### config.mk
export PLATFORM = sky130hd
export DESIGN_NAME = cmd_rx
export DESIGN_NICKNAME = d
export VERILOG_FILES = /design/src/rtl/cmd_rx_pkg.sv /design/src/rtl/cmd_rx.sv
export SDC_FILE = /design/constraint.sdc
export NUM_CORES = 1
export LEC_CHECK = 0
export CAP_MARGIN = 40
export CORE_MARGIN = 10
export CORE_UTILIZATION = 35
export DETAILED_ROUTE_END_ITERATION = 8
export PLACE_DENSITY = 0.63
export SLEW_MARGIN = 20
export SYNTH_ARGS = -nofsm -noshare
export SYNTH_HDL_FRONTEND = slang
export SYNTH_SLANG_ARGS = --single-unit
### constraint.sdc
create_clock -name clk_i -period 4.6 [get_ports clk_i]
set_input_delay 0.92 -clock clk_i [delete_from_list [all_inputs] [get_ports clk_i]]
set_output_delay 0.92 -clock clk_i [all_outputs]
set_load 0.05 [all_outputs]
### src/rtl/cmd_rx_pkg.sv
// Shared types and constants for the SUMP command receive path.
//
// Contents:
//   cmd_rx_state_t : command assembler FSM states
//   opc_t          : opcode byte type, shared by opcode consumers
//   CMD_LONG_BIT   : opcode bit that marks a long (argument-carrying) command
//   CMD_ARG_BYTES  : number of argument bytes following a long opcode
package cmd_rx_pkg;

  typedef enum logic [1:0] {
    StIdle,
    StArgs,
    StIssue
  } cmd_rx_state_t;

  typedef logic [7:0] opc_t;

  localparam int unsigned CMD_LONG_BIT  = 7;
  localparam int unsigned CMD_ARG_BYTES = 4;

endpackage

### src/rtl/cmd_rx.sv
// Byte-to-command assembler between the UART receiver and the SUMP decoder.
// Collects an opcode byte and, for long commands (opcode bit 7 set), four
// argument bytes LSB first, then presents {opc_o, cmd_o} with a level strobe
// held until the downstream accepts it with rdy_i.
//
// Optional feature: define CMD_RX_TIMEOUT_EN to abort a partial long command
// after TIMEOUT_CYCLES idle cycles between argument bytes (pulses tmo_o).
//
// Ports:
//   clk_i    in   system clock, rising edge
//   rst_in   in   asynchronous active-low reset
//   rx_stb_i in   one-cycle strobe, rx_dat_i valid
//   rx_dat_i in   received byte
//   rdy_i    in   downstream accepts the presented command this cycle
//   stb_o    out  command valid, held until accepted
//   opc_o    out  opcode
//   cmd_o    out  argument word, zero for short commands
//   busy_o   out  partial long command in progress
//   ovf_o    out  one-cycle pulse when a byte is dropped
//   tmo_o    out  one-cycle pulse on timeout abort (0 without the macro)
module cmd_rx
  import cmd_rx_pkg::*;
#(
  parameter int unsigned TIMEOUT_CYCLES = 100000
) (
  input  logic                         clk_i,
  input  logic                         rst_in,
  input  logic                         rx_stb_i,
  input  logic [7:0]                   rx_dat_i,
  input  logic                         rdy_i,
  output logic                         stb_o,
  output opc_t                         opc_o,
  output logic [8*CMD_ARG_BYTES-1:0]   cmd_o,
  output logic                         busy_o,
  output logic                         ovf_o,
  output logic                         tmo_o
);

  localparam int unsigned CmdW = 8 * CMD_ARG_BYTES;

  if (TIMEOUT_CYCLES < 2) begin : g_bad_cfg
    $error("TIMEOUT_CYCLES must be at least 2");
  end

  cmd_rx_state_t     state_q, state_d;
  logic [1:0]        cnt_q, cnt_d;
  opc_t              opc_q, opc_d;
  logic [CmdW-1:0]   cmd_q, cmd_d;
  logic              ovf_q, ovf_d;
  logic              expire;

`ifdef CMD_RX_TIMEOUT_EN
  localparam int unsigned TmrW = $clog2(TIMEOUT_CYCLES + 1);

  logic [TmrW-1:0] tmr_q, tmr_d;
  logic            tmo_q, tmo_d;

  // Expiry is the step from 1 to 0; a byte on that same cycle wins.
  assign expire = (state_q == StArgs) && !rx_stb_i && (tmr_q == TmrW'(1));

  always_comb begin
    tmr_d = tmr_q;
    tmo_d = expire;
    if (rx_stb_i && (state_q != StIssue)) begin
      tmr_d = TmrW'(TIMEOUT_CYCLES);
    end else if ((state_q == StArgs) && (tmr_q != '0)) begin
      tmr_d = tmr_q - TmrW'(1);
    end
  end

  always_ff @(posedge clk_i or negedge rst_in) begin
    if (!rst_in) begin
      tmr_q <= '0;
      tmo_q <= 1'b0;
    end else begin
      tmr_q <= tmr_d;
      tmo_q <= tmo_d;
    end
  end

  assign tmo_o = tmo_q;
`else
  assign expire = 1'b0;
  assign tmo_o  = 1'b0;
`endif

  always_comb begin
    state_d = state_q;
    cnt_d   = cnt_q;
    opc_d   = opc_q;
    cmd_d   = cmd_q;
    ovf_d   = 1'b0;
    unique case (state_q)
      StIdle: begin
        if (rx_stb_i) begin
          opc_d = rx_dat_i;
          if (!rx_dat_i[CMD_LONG_BIT]) begin
            cmd_d   = '0;
            state_d = StIssue;
          end else begin
            cnt_d   = '0;
            state_d = StArgs;
          end
        end
      end
      StArgs: begin
        if (rx_stb_i) begin
          cmd_d[8*cnt_q +: 8] = rx_dat_i;
          cnt_d               = cnt_q + 2'd1;
          if (cnt_q == 2'(CMD_ARG_BYTES - 1)) begin
            state_d = StIssue;
          end
        end else if (expire) begin
          state_d = StIdle;
        end
      end
      StIssue: begin
        if (rdy_i) begin
          state_d = StIdle;
        end
        // Bytes arriving while a command is pending are dropped.
        if (rx_stb_i) begin
          ovf_d = 1'b1;
        end
      end
      default: state_d = StIdle;
    endcase
  end

  always_ff @(posedge clk_i or negedge rst_in) begin
    if (!rst_in) begin
      state_q <= StIdle;
      cnt_q   <= '0;
      opc_q   <= '0;
      cmd_q   <= '0;
      ovf_q   <= 1'b0;
    end else begin
      state_q <= state_d;
      cnt_q   <= cnt_d;
      opc_q   <= opc_d;
      cmd_q   <= cmd_d;
      ovf_q   <= ovf_d;
    end
  end

  assign stb_o  = (state_q == StIssue);
  assign busy_o = (state_q == StArgs);
  assign opc_o  = opc_q;
  assign cmd_o  = cmd_q;
  assign ovf_o  = ovf_q;

endmodule

==> results of run 1 <==
Yosys cell counts:
library cell	instances	area share, %
a21oi_1	2	0.46
a21oi_4	4	3.0
and2_0	1	0.29
and3_1	29	8.3
and3b_1	2	0.80
and4bb_1	1	0.57
and4bb_4	1	0.75
buf_2	3	0.69
buf_4	1	0.34
buf_6	2	1.0
clkbuf_1	2	0.34
conb_1	1	0.17
dfrtp_1	45	52
ha_1	6	3.4
inv_1	5	0.86
mux2_1	2	1.0
mux2_2	35	18
nand2_1	6	1.0
nand2b_1	2	0.57
nand3_1	1	0.23
nand3b_1	1	0.34
nand4_1	3	0.86
nor2_1	2	0.34
nor2b_1	5	1.4
nor3b_1	1	0.34
nor3b_4	1	0.86
o21ai_0	8	1.8
or2_1	1	0.29
critical path: stages, from the launching register on:
cell and delay, ps:
dfrtp_1 670, nor2b_1 190, buf_4 180, clkdlybuf4s50_1 820
final cells by class:
cell class	count	area, um^2	area share [%]
Clock inverter	1	30.03	1.035
Sequential cell	45	1126	38.83
Tap cell	75	93.84	3.236
Inverter	5	18.77	0.6471
Multi-Input combinational cell	115	982.2	33.87
Timing Repair Buffer	56	563.0	19.41
Clock buffer	7	86.33	2.977
worst min-delay path by stage:
stage | end | slack (ps) | cells after the start
after floorplan | state_q[0] | 540 | 1
after global placement | cmd_o[7] | 470 | 1
after detailed placement | cmd_o[7] | 490 | 1
after CTS | cmd_o[7] | 510 | 1
after global routing | opc_o[5] | 520 | 1
final | cmd_o[7] | 500 | 1
state kept, by name (all words and copies together), names as in the netlist:
register  count
opc_o         8
state_q       2
cnt_q         2
cmd_o        32
ovf_o         1
stage by stage:
step / setup slack, ps / area, um^2
2_1_floorplan: 2391 / 2180
3_3_place_gp: 1818 / 2764
3_5_place_dp: 1820 / 2784
4_1_cts: 1497 / 2900
5_1_grt: 1420 / 2900
6_report: 1509 / 2900
power by group through the flow:
stage          Combinational (mW)  Clock (mW)  Sequential (mW)
6_report                    0.766       0.307            0.554
2_1_floorplan               0.323           0            0.768
3_5_place_dp                0.773           0            0.562
5_1_grt                     0.816       0.332            0.569
4_1_cts                     0.776       0.318            0.554
3_3_place_gp                0.767           0            0.559
cell families after synthesis:
logic type,count (synthesis),synth area share [%]
adder cells (fa/ha/maj),6,3.444
buffers and inverters,13,3.272
AND/OR/NAND/NOR,57,17.05
AO/OA/AOI/OAI,14,5.281
multiplexers,37,19.12
other,1,0.1721
flip-flops,45,51.66
routing by layer:
layer	vias up	GRT usage [%]
met2	46	15.28
met1	740	15.20
met3	5	4.539
met4	0	3.638
li1	717	-
met5	-	0
==> flow_metrics.env, run 1 <==
export IMPL_outcome="complete, no violations"
export IMPL_die_y_um=98.92
export IMPL_seq_power_share_pct=34.0
export IMPL_syn_nets=191
export IMPL_synth_cell_type_count=28
export IMPL_grt_pass1_wl_mm=8.852
export IMPL_area_growth_synth_to_final_pct=33.07
export IMPL_holdCritPathClass="flop to flop"
export IMPL_clk_path_buf_depth=2
export IMPL_cp_data_required_time_ps=3680
export IMPL_die_x_um=98.92
export IMPL_rsz0062_at_grt="false"
export IMPL_critPathKind="flop to primary output"
export IMPL_vias_per_cell=4.961
export IMPL_combPwrFrac_pct=47.1
export IMPL_grt_ovfl_total=0
export IMPL_relSlewSlack_pct=48.45
export IMPL_reg2reg_from="cnt_q[0]"
export IMPL_dr_max_layer_used="met4"
export IMPL_power_switching_mw=0.6913
export IMPL_core_mm2=0.005991
export IMPL_yosys_warnings=0
export IMPL_grt_pass1_vias=1611
export IMPL_num_rows=28
export IMPL_mostFrequentLayoutCell="clkdlybuf4s50_1"
export IMPL_port_buffers=54
export IMPL_htreeDepth=2
export IMPL_finClkSkew_ps=3.987
export IMPL_r2r_end="cmd_o[2]"
export IMPL_hold_slack_ps=502.6
export IMPL_wl_met1_mm=2.478
export IMPL_crit_end="busy_o"
export IMPL_ys_seq_area_share_pct=51.66
export IMPL_utilization_pct=48.41
export IMPL_start_util_pct=36.38
export IMPL_final_cells=304
export IMPL_p_leak_nw=1.384
export IMPL_drive_gt1_share_pct=22.27
export IMPL_drv_slew=0
export IMPL_synth_cells=173
export IMPL_die_area_mm2=0.009784
export IMPL_wl_mm=5.333
export IMPL_syn_area_per_cell_um2=12.60
export IMPL_drtPass1Iterations=4
export IMPL_placedCellCount=296
export IMPL_fin_crit_ps=3091
export IMPL_tns_ps=0
export IMPL_cp_data_arrival_time_ps=2170
export IMPL_post_dp_hpwl_mm=3.941
export IMPL_cts_tree="yes"
export IMPL_synth_area_mm2=0.002180
export IMPL_clock_sinks=45
export IMPL_cts_buffers=5
export IMPL_cts_root_buf="clkbuf_8"
export IMPL_drc_errors=0
export IMPL_cap_violations=0
export IMPL_hold_start="cmd_o[7]"
export IMPL_worst_pin_slew_ps=771.5
export IMPL_io_pins=56
export IMPL_ff2ff_path_depth=5
export IMPL_place_congestion=0.8386
export IMPL_fmax_ghz=0.3235
export IMPL_grt_total_usage_pct=11.08
export IMPL_cts_setup_buffers=0
export IMPL_final_cell_mix="clkdlybuf4s50_1 (53), dfrtp_1 (45), mux2_2 (35), and3_1 (29), o21ai_0 (8)"
export IMPL_internal_power_mw=0.9361
export IMPL_crit_start="state_q[0]"
export IMPL_fin_total_pwr_mw=1.627
export IMPL_worstSetupEndpointType="primary output"
export IMPL_rrSetupSlack_ps=2470
export IMPL_peakVddDrop_uv=273.6
export IMPL_cp_max_fo=18
export IMPL_clk_latency_ps=300
export IMPL_drtAntennaViolNets=0
export IMPL_cts_resized=0
export IMPL_drt_iter0_markers=61
export IMPL_critPathLaunchType="flop"
export IMPL_ys_seq_elements=45
export IMPL_swShare_pct=42.48
export IMPL_finalCritPeriodShare_pct=67.19
export IMPL_nFillCells=546
export IMPL_hold_buffers=0
export IMPL_nNetsFinal=246
export IMPL_antenna_found_initial=0
export IMPL_wl_per_cell_um=17.54
export IMPL_clk_pin_slew_ps=80
export IMPL_powerDensity_mw_per_mm2=561.1
export IMPL_antenna_cells=0
export IMPL_grt_max_degree=25
export IMPL_routed_wl_met2_mm=2.375
export IMPL_setup_violations_final=0
export IMPL_vias=1508
export IMPL_p_clk_share_pct=18.9
export IMPL_route_met3_wl_um=431
export IMPL_hold_viol=0
(Power assumes the default switching activity.)
==> run 2: changes to the inputs <==
- PLACE_DENSITY: 0.63 -> 0.66
- clock period: 4.6 -> 2.6 ns (I/O delays scaled with it)
==> run 2 against run 1 <==
Against the previous run:
- register-to-register slack got worse by 1800 ps
- combinational power rose by 88%
- critical path type unchanged
- via count increased by 1.3%
- highest routed layer unchanged
- first-iteration DRC count grew 6.6%
- count of clock-buffer cells in the layout is 2 lower
- wire length rose by 1.5%
- sequential share of layout area is 0.76 points lower
- non-clock buffer count up 4
- setup slack worse by 1300 ps
- die area is the same
- total power up 86%
==> flow_metrics.env, run 2 (same netlist as run 1, synthesis figures left out) <==
export IMPL_reg2reg_from="cnt_q[0]"
export IMPL_grt_max_degree=24
export IMPL_powerDensity_mw_per_mm2=1023
export IMPL_drtPass1Iterations=4
export IMPL_tns_ps=0
export IMPL_wl_per_cell_um=17.58
export IMPL_drt_iter0_markers=65
export IMPL_start_util_pct=36.38
export IMPL_worst_pin_slew_ps=561.1
export IMPL_p_leak_nw=1.419
export IMPL_rrSetupSlack_ps=670
export IMPL_core_mm2=0.005991
export IMPL_cap_violations=0
export IMPL_setup_violations_final=0
export IMPL_clk_latency_ps=300
export IMPL_nNetsFinal=250
export IMPL_outcome="complete, no violations"
export IMPL_die_x_um=98.92
export IMPL_drive_gt1_share_pct=24.46
export IMPL_critPathLaunchType="flop"
export IMPL_vias_per_cell=4.961
export IMPL_holdCritPathClass="input pin to async pin"
export IMPL_critPathKind="flop to primary output"
export IMPL_mostFrequentLayoutCell="clkdlybuf4s50_1"
export IMPL_io_pins=56
export IMPL_worst_slack_ps=212.5
export IMPL_grt_pass1_wl_mm=9.128
export IMPL_drv_slew=0
export IMPL_final_cell_mix="clkdlybuf4s50_1 (52), dfrtp_1 (45), mux2_2 (35), and3_1 (29), o21ai_0 (8)"
export IMPL_cp_data_required_time_ps=2080
export IMPL_finalCritPeriodShare_pct=91.83
export IMPL_clk_path_buf_depth=2
export IMPL_cts_root_buf="clkbuf_8"
export IMPL_post_dp_hpwl_mm=3.910
export IMPL_peakVddDrop_uv=806.8
export IMPL_area_growth_synth_to_final_pct=35.71
export IMPL_cts_tree="yes"
export IMPL_antenna_found_initial=0
export IMPL_worstSetupEndpointType="primary output"
export IMPL_cp_data_arrival_time_ps=1870
export IMPL_hold_viol=0
export IMPL_drc_errors=0
export IMPL_hold_buffers=0
export IMPL_cp_max_fo=8
export IMPL_fin_crit_ps=2387
export IMPL_num_rows=28
export IMPL_clock_sinks=45
export IMPL_rsz0062_at_grt="false"
export IMPL_ff2ff_path_depth=5
export IMPL_port_buffers=54
export IMPL_htreeDepth=2
export IMPL_die_area_mm2=0.009784
export IMPL_grt_pass1_vias=1645
export IMPL_relSlewSlack_pct=62.52
export IMPL_drtAntennaViolNets=0
export IMPL_fmax_ghz=0.4189
export IMPL_grt_total_usage_pct=11.43
export IMPL_place_congestion=0.7908
export IMPL_largest_reg_flops=32
export IMPL_finClkSkew_ps=6.750
export IMPL_antenna_cells=0
export IMPL_r2r_end="cmd_o[18]"
export IMPL_vias=1528
export IMPL_clk_pin_slew_ps=90
export IMPL_cts_setup_buffers=0
export IMPL_cts_buffers=5
export IMPL_die_y_um=98.92
export IMPL_wl_mm=5.414
export IMPL_grt_ovfl_total=0
export IMPL_place_ws_ps=408.3
export IMPL_cts_resized=0
-- run 2: cell count changes in the layout (fill, tap and decap cells not counted), sizes merged --
cell,previous run,this run
buf,3,8
bufinv,1,2
clkbuf,7,5
clkinv,0,1
clkdlybuf4s50,53,52
-- run 2: final cells by class --
| cell class | count | area, um^2 |
|---|---|---|
| Clock buffer | 5 | 68.82 |
| Fill cell | 538 | 3033 |
| Clock inverter | 3 | 65.06 |
| Sequential cell | 45 | 1126 |
| Multi-Input combinational cell | 115 | 982.2 |
| Timing Repair Buffer | 60 | 603.1 |
| Inverter | 5 | 18.77 |
| Tap cell | 75 | 93.84 |
-- run 2: metal layers --
metal	GRT usage (%)	vias up	part of all wire, %
met1	13.93	762	45
met4	3.638	0	0.68
met5	0	-	0
met3	5.377	2	7.8
met2	17.38	39	47
li1	-	725	-
-- run 2: report_power, final --
part | leakage, nW | internal (mW) | switching, mW | total, mW
registers | 0.604 | 0.843 | 0.109 | 0.952
clock network | 0.0681 | 0.382 | 0.247 | 0.629
logic | 0.747 | 0.543 | 0.902 | 1.44
total | 1.42 | 1.77 | 1.26 | 3.03
-- run 2: critical path, cell delays in order, from the launching register on --
cell and delay, ps:
dfrtp_1 530, nor2b_1 210, clkdlybuf4s50_1 830
-- run 2: worst max-delay path by stage --
stage                     startpoint        end  slack [ps]  cells after the start
final                     state_q[1]      stb_o         210                      2
after floorplan           state_q[0]     busy_o         790                      3
after CTS                 state_q[1]      stb_o         190                      2
after global routing      state_q[1]      stb_o         120                      2
after global placement      rx_stb_i   cmd_o[5]         430                      4
after detailed placement    rx_stb_i  cmd_o[24]         410                      4
-- run 2: per-stage QoR --
| step | std cells | area (um^2) | util [%] | hold WS [ps] | power [mW] |
|---|---|---|---|---|---|
| 6_report | 308 | 2958 | 49.37 | 200.3 | 3.025 |
| 5_1_grt | 308 | 2958 | 49.37 | 211.3 | 3.193 |
| 4_1_cts | 308 | 2958 | 49.37 | 209.2 | 3.060 |
| 3_5_place_dp | 300 | 2824 | 47.14 | 494.7 | 2.424 |
| 3_3_place_gp | 300 | 2824 | 47.14 | 490.0 | 2.410 |
| 2_1_floorplan | 173 | 2180 | - | 224.4 | 1.930 |
